<file path="src/rtl/mem_port_pkg.sv">
// Shared types and constants for the CPU-to-memory port controller.
package mem_port_pkg;

    typedef enum logic [1:0] {
        IDLE = 2'd0,
        BUSY = 2'd1,
        DONE = 2'd2
    } state_t;

    localparam logic [31:0] MEM_ERR_DATA    = 32'hDEAD_BEEF;
    localparam int          DEFAULT_TIMEOUT = 16;

endpackage

</file>
<file path="src/rtl/mem_port_timer.sv">
// BUSY-cycle counter used by the optional timeout abort (MEM_PORT_TIMEOUT_EN).
module mem_port_timer
    import mem_port_pkg::*;
#(
    parameter int TIMEOUT = DEFAULT_TIMEOUT
) (
    input  logic clk,
    input  logic rst_n,
    input  logic clear,
    input  logic enable,
    output logic expired
);

    localparam int CNT_W = (TIMEOUT < 2) ? 1 : $clog2(TIMEOUT + 1);

    logic [CNT_W-1:0] count;

    // count holds the number of BUSY cycles already completed, so expiry
    // is flagged during the TIMEOUT-th BUSY cycle itself.
    assign expired = enable && (count == CNT_W'(TIMEOUT - 1));

    always_ff @(posedge clk or negedge rst_n) begin
        if (!rst_n) begin
            count <= '0;
        end else if (clear) begin
            count <= '0;
        end else if (enable && !expired) begin
            count <= count + 1'b1;
        end
    end

endmodule

</file>
<file path="src/rtl/mem_port_ctrl.sv">
// mem_port_ctrl: stalls the CPU while a single registered memory access runs.
// Define MEM_PORT_TIMEOUT_EN to abort BUSY after TIMEOUT cycles with cpu_err.
module mem_port_ctrl
    import mem_port_pkg::*;
#(
    parameter int ADDR_W  = 6,
    parameter int DATA_W  = 32,
    parameter int TIMEOUT = DEFAULT_TIMEOUT
) (
    input  logic              clk,
    input  logic              rst_n,
    input  logic              cpu_req,
    input  logic              cpu_we,
    input  logic [31:0]       cpu_addr,
    input  logic [DATA_W-1:0] cpu_wdata,
    output logic              cpu_stall,
    output logic              cpu_ack,
    output logic [DATA_W-1:0] cpu_rdata,
    output logic              cpu_err,
    output logic              mem_valid,
    output logic              mem_we,
    output logic [ADDR_W-1:0] mem_addr,
    output logic [DATA_W-1:0] mem_wdata,
    input  logic              mem_ready,
    input  logic [DATA_W-1:0] mem_rdata
);

    state_t state;
    state_t next_state;
    logic   timeout_hit;
    logic   unused_addr_bits;

    assign unused_addr_bits = ^cpu_addr[31:ADDR_W];

`ifdef MEM_PORT_TIMEOUT_EN
    mem_port_timer #(
        .TIMEOUT(TIMEOUT)
    ) u_timer (
        .clk    (clk),
        .rst_n  (rst_n),
        .clear  (state != BUSY),
        .enable (state == BUSY),
        .expired(timeout_hit)
    );
`else
    localparam int unused_timeout = TIMEOUT;
    assign timeout_hit = 1'b0;
    assign cpu_err     = 1'b0;
`endif

    assign cpu_stall = ((state == IDLE) && cpu_req) || (state == BUSY);

    always_ff @(posedge clk or negedge rst_n) begin
        if (!rst_n) begin
            state <= IDLE;
        end else begin
            state <= next_state;
        end
    end

    always_comb begin
        next_state = state;
        case (state)
            IDLE:    if (cpu_req) next_state = BUSY;
            BUSY:    if (mem_ready || timeout_hit) next_state = DONE;
            DONE:    next_state = IDLE;
            default: next_state = IDLE;
        endcase
    end

    // mem_ready takes priority over a coinciding timeout.
    always_ff @(posedge clk or negedge rst_n) begin
        if (!rst_n) begin
            mem_valid <= 1'b0;
            mem_we    <= 1'b0;
            mem_addr  <= '0;
            mem_wdata <= '0;
            cpu_ack   <= 1'b0;
            cpu_rdata <= '0;
        end else begin
            cpu_ack <= 1'b0;
            case (state)
                IDLE: begin
                    if (cpu_req) begin
                        mem_valid <= 1'b1;
                        mem_we    <= cpu_we;
                        mem_addr  <= cpu_addr[ADDR_W-1:0];
                        mem_wdata <= cpu_wdata;
                    end
                end
                BUSY: begin
                    if (mem_ready) begin
                        mem_valid <= 1'b0;
                        cpu_ack   <= 1'b1;
                        if (!mem_we) cpu_rdata <= mem_rdata;
                    end else if (timeout_hit) begin
                        mem_valid <= 1'b0;
                        cpu_ack   <= 1'b1;
                        cpu_rdata <= DATA_W'(MEM_ERR_DATA);
                    end
                end
                default: ;
            endcase
        end
    end

`ifdef MEM_PORT_TIMEOUT_EN
    always_ff @(posedge clk or negedge rst_n) begin
        if (!rst_n) begin
            cpu_err <= 1'b0;
        end else if ((state == IDLE) && cpu_req) begin
            cpu_err <= 1'b0;
        end else if ((state == BUSY) && !mem_ready && timeout_hit) begin
            cpu_err <= 1'b1;
        end
    end
`endif

endmodule

</file>
<file path="config.mk">
export PLATFORM = sky130hd
export DESIGN_NAME = mem_port_ctrl
export DESIGN_NICKNAME = d
export VERILOG_FILES = /design/src/rtl/mem_port_pkg.sv /design/src/rtl/mem_port_timer.sv /design/src/rtl/mem_port_ctrl.sv
export SDC_FILE = /design/constraint.sdc
export NUM_CORES = 1
export LEC_CHECK = 0
export ABC_AREA = 1
export CAP_MARGIN = 5
export CORE_UTILIZATION = 25
export CTS_CLUSTER_SIZE = 12
export DETAILED_ROUTE_END_ITERATION = 16
export GPL_ROUTABILITY_DRIVEN = 0
export HOLD_SLACK_MARGIN = 0.06
export PLACE_DENSITY = 0.55
export SLEW_MARGIN = 20
export SYNTH_ARGS = -nofsm -noshare
export SYNTH_HDL_FRONTEND = slang
export SYNTH_SLANG_ARGS = --single-unit
</file>
<file path="constraint.sdc">
create_clock -name clk -period 1.4 [get_ports clk]
set_input_delay 0.35 -clock clk [delete_from_list [all_inputs] [get_ports clk]]
set_output_delay 0.35 -clock clk [all_outputs]
set_load 0.005 [all_outputs]
</file>
Word-level counts from Yosys, hierarchy flattened
Cells that the tools add are included.
W data, S select, Z words.
{ "word_totals": {"register_bits": 75, "latch_bits": 0, "mem_bits_rw": 0, "rom_bits": 0, "in_bits": 101, "word_cells": 27, "n_memories": 0} }
{ "classes": {"n_addsub": 0, "multipliers": 0, "n_div": 0, "order_cmp": 0, "n_eq_ne": 3, "n_shift": 0, "mux": 8, "bitwise": 1, "n_reduce_logical": 8} }
{ "op_table": {"columns": ["cell", "n"], "rows": [
  ["$reduce_and A3 Y1", 2],
  ["$mux W1", 4],
  ["$mux W2", 2],
  ["$ne A2 B2 Y1 const B", 2],
  ["$pmux W2 S2", 1],
  ["$reduce_and A2 Y1", 2],
  ["$eq A2 B1 Y1 const B", 1],
  ["$logic_not A2 Y1", 1],
  ["$pmux W1 S2", 1],
  ["$reduce_bool A2 Y1", 1],
  ["$logic_and A1 B1 Y1", 1],
  ["$logic_or A1 B1 Y1", 1],
  ["$not A1 Y1", 1]
]} }

Longest topological paths before layout
{ "logic_depth": {"depth_word": 3, "mapped_depth": 6, "depth_no_buf": 5} }

Worst setup path after synthesis
Ideal clock, no wire load.
{ "synth_path": {"kind": "register to output", "from": "reg state[1]", "to": "out cpu_stall", "arrival_ns": 0.912, "required_time_ns": 1.050, "path_slack_ns": 0.138, "path_stages_with_launch": 5, "cell_sequence": "dfrtp_1 -> nor2_2 -> nand2_1 -> buf_2 -> nand2_1"} }
{ "synth_between": {"elab_chain_cells": 3} }
{ "synth_lines": {"columns": ["item", "line_no", "rtl"], "rows": [
  ["from (decl)", "mem_port_ctrl.sv:28", "state_t state;"],
  ["from (signal assigned)", "mem_port_ctrl.sv:57", "state <= next_state;"],
  ["$logic_not A2 Y1", "mem_port_ctrl.sv:51", "assign cpu_stall = ((state == IDLE) && cpu_req) || (state == BUSY);"],
  ["$logic_and A1 B1 Y1", "mem_port_ctrl.sv:51", null],
  ["$logic_or A1 B1 Y1 *", "mem_port_ctrl.sv:51", null],
  ["to (decl)", "mem_port_ctrl.sv:16", "output logic cpu_stall,"]
]} }
Mark *: on every way between the ends. The rest lies on a longest branch, timed or not.

Worst setup path in the final report
Ends and elaborated chain as after synthesis.

==> impl_metrics.ini <==
[detailed_routing]
vias = 2722
ant_nets = 0
drcViolationCount = 0
post_drt_wl_per_cell_um = 13.5
drt_iter0_markers = 130
first_pass_iters = 4
via_per_inst = 4.38
wirelength_um = 8400

[setup_path]
cp_max_fo = 2
endpoint = cpu_stall
rrSetupSlack_ps = 40
path_class = flip-flop to primary output
r2r_end = cpu_rdata[13]$_DFFE_PN0P_
end_kind = primary output
crit_start = state[1]$_DFFE_PN0P_
reg2reg_depth = 7
cp.required_ps = 1050
r2r_start = state[0]$_DFFE_PN0P_
critPathLaunchType = flip-flop
cp_data_arrival_time_ps = 1110

[placement]
dp_hpwl_um = 5780
io_buffer_count = 148
pre_cts_slack_ps = -454
post_dp_cell_area_um2 = 4620

[timing]
postLayoutSetupSlackWorst_ps = -59.4
final.setup.tns_ps = -59.4
grt_setup_unrepaired = yes
hold_violations = 0
finalMaxSlewViolations = 0
timing.fmax_ghz = 0.685
period_minus_slack_ps = 1460
post-route-period-util_pct = 104
setup_viol_count_final = 1
skew_ps = 5.86

[clock_tree]
clockBufferDepth = 2
clk_pin_slew_ps = 60
cts_sinks = 75
postCtsSetupRepairBufs = 0
cts_root_buffer = clkbuf_16
insertion_delay_ps = 330
cts_tree = built
h-tree-depth = 3
cts-buffers-inserted = 9

[global_route]
grt_max_degree = 42
globalRouteMet1Util_pct = 18.3
grt-busiest-layer = met2
grtUsageTotal_pct = 14.7
met3_usage_pct = 5.36
grtUsageMet2_pct = 23.9
gr-total-overflow = 0
grt_pass1_wl_um = 14300
antenna_found_initial = 0
grt_pass1_vias = 2813

[flow_run]
drv_cap = 0

[synth]
synthTopCellsByArea = dfrtp_1, nand2_1, nand3_1, buf_2, buf_4
ys_types = 12
synth_nets = 427
yosys.area.top_type_share_pct = 63.5
synth_top_cell_by_area = dfrtp_1
synth_area_um2 = 2950
ys_warn_count = 0
ys_seq_area_share_pct = 63.5
ys_seq_elements = 75
synth_area_per_cell_um2 = 9.06
netlist_instances = 326

[floorplan]
rows = 39
die_w_um = 111
dieHeight_um = 111
design.core.area_um2 = 11500
initial_core_util_pct = 25.8
io_pins = 176
dieArea_um2 = 12300

[outcome]
status = finished, violations left
violations = negative setup slack

[hold_path]
hp-class = flip-flop to flip-flop
min_from = cpu_rdata[25]$_DFFE_PN0P_

[cells_and_area]
fin_area_um2 = 4820
fin_nets = 575
antenna_cells = 0
drive_gt1_share_pct = 7.10
seqCellArea_um2 = 1880
final_core_util_pct = 42.0
multi_input_area_um2 = 946
area_growth_pct = 63.2
fill_cells = 1174

[pwr]
leakage_nw = 2.53
irDropWorstVdd_uv = 658
power.density_nw_per_um2 = 1820
[cell usage in the layout, fill, tap and decap left out]
| cell type | n |
|---|---|
| clkdlybuf4s50_1 | 73 |
| clkbuf_16 | 9 |
| nor2_2 | 2 |
| buf_4 | 6 |
| clkbuf_1 | 1 |
| dlygate4sd3_1 | 1 |
| buf_12 | 4 |
| conb_1 | 1 |
| clkinv_2 | 3 |
| buf_8 | 1 |
| buf_6 | 1 |
| nor2_4 | 1 |
| inv_2 | 3 |
| dfrtp_1 | 75 |
| nand2_1 | 147 |
| dlygate4sd2_1 | 73 |
| clkinvlp_4 | 1 |
| nand3_1 | 71 |
| inv_6 | 1 |
| inv_1 | 2 |
| clkinv_4 | 1 |
| nand2_2 | 1 |
| o21ai_1 | 1 |
[sequential cells by signal (all words and copies together) (netlist names)]
register	count
cpu_ack	1
mem_we	1
mem_valid	1
state	2
mem_wdata	32
mem_addr	6
cpu_rdata	32
[cells in the mapped netlist]
| cell | count |
|---|---|
| dfrtp_1 | 75 |
| nand2_1 | 148 |
| conb_1 | 1 |
| buf_2 | 17 |
| nor2_4 | 1 |
| inv_1 | 4 |
| nand3_1 | 71 |
| inv_2 | 1 |
| o21ai_1 | 1 |
| clkbuf_1 | 2 |
| nor2_2 | 2 |
| buf_4 | 3 |
[worst min path at each step]
| stage | slack [ps] | to | cells past startpoint |
|---|---|---|---|
| after global routing | 480 | cpu_rdata[2]$_DFFE_PN0P_ | 2 |
| after floorplan | 50 | cpu_ack$_DFF_PN0_ | 0 |
| after global placement | 280 | cpu_rdata[2]$_DFFE_PN0P_ | 1 |
| after CTS | 470 | cpu_rdata[2]$_DFFE_PN0P_ | 2 |
| final | 460 | cpu_rdata[25]$_DFFE_PN0P_ | 2 |
| after detailed placement | 280 | cpu_rdata[2]$_DFFE_PN0P_ | 1 |
[logic make-up after synthesis]
logic type	after synthesis	synth area share [%]
AND/OR/NAND/NOR	222	31.6
flip-flops	75	63.5
other	1	0.127
buffers and inverters	27	4.53
AO/OA/AOI/OAI	1	0.169
[metal layers]
layer | wire length (um) | vias up | part of all wire, %
li1 | - | 1332 | -
met1 | 3860 | 1275 | 46
met2 | 3810 | 106 | 45
met3 | 633 | 9 | 7.5
met4 | 91 | 0 | 1.1
met5 | 0 | - | 0
[critical path, cell delays in order (launching register included)]
cell,delay (ps)
dfrtp_1,410
nor2_2,110
nand2_1,90
nand2_2,80
buf_6,90
[area by class of cell]
class                   instances  share of cell area (%)
flip-flops and latches         75                    38.9
clock buffers                  10                    4.75
multi-input cells             224                    19.6
well taps                     143                    3.71
repair buffers                159                    31.8
inverters                       5                   0.389
clock inverters                 6                   0.831
[timing repair]
item | CTS | global route
pin swaps | 1 | 1
gates resized for setup | 79 | 4
hold buffers | 1 | 0
gates cloned | 0 | 0
hold endpoints to repair | 21 | 0
endpoints found under the setup margin | 106 | 33
[through the flow]
step / total power, mW / std cells / hold WS (ps)
final: 8.76 / 622 / 464
after floorplan: 4.89 / 326 / 54.4
after global routing: 9.47 / 622 / 484
after global placement: 7.36 / 605 / 283
after CTS: 8.92 / 622 / 469
after detailed placement: 7.43 / 605 / 284
[where the power goes]
part	switching, mW	internal, mW
combinational	1.52	1.59
sequential	0.467	3.09
clock	0.890	1.20
(Power assumes the default switching activity.)
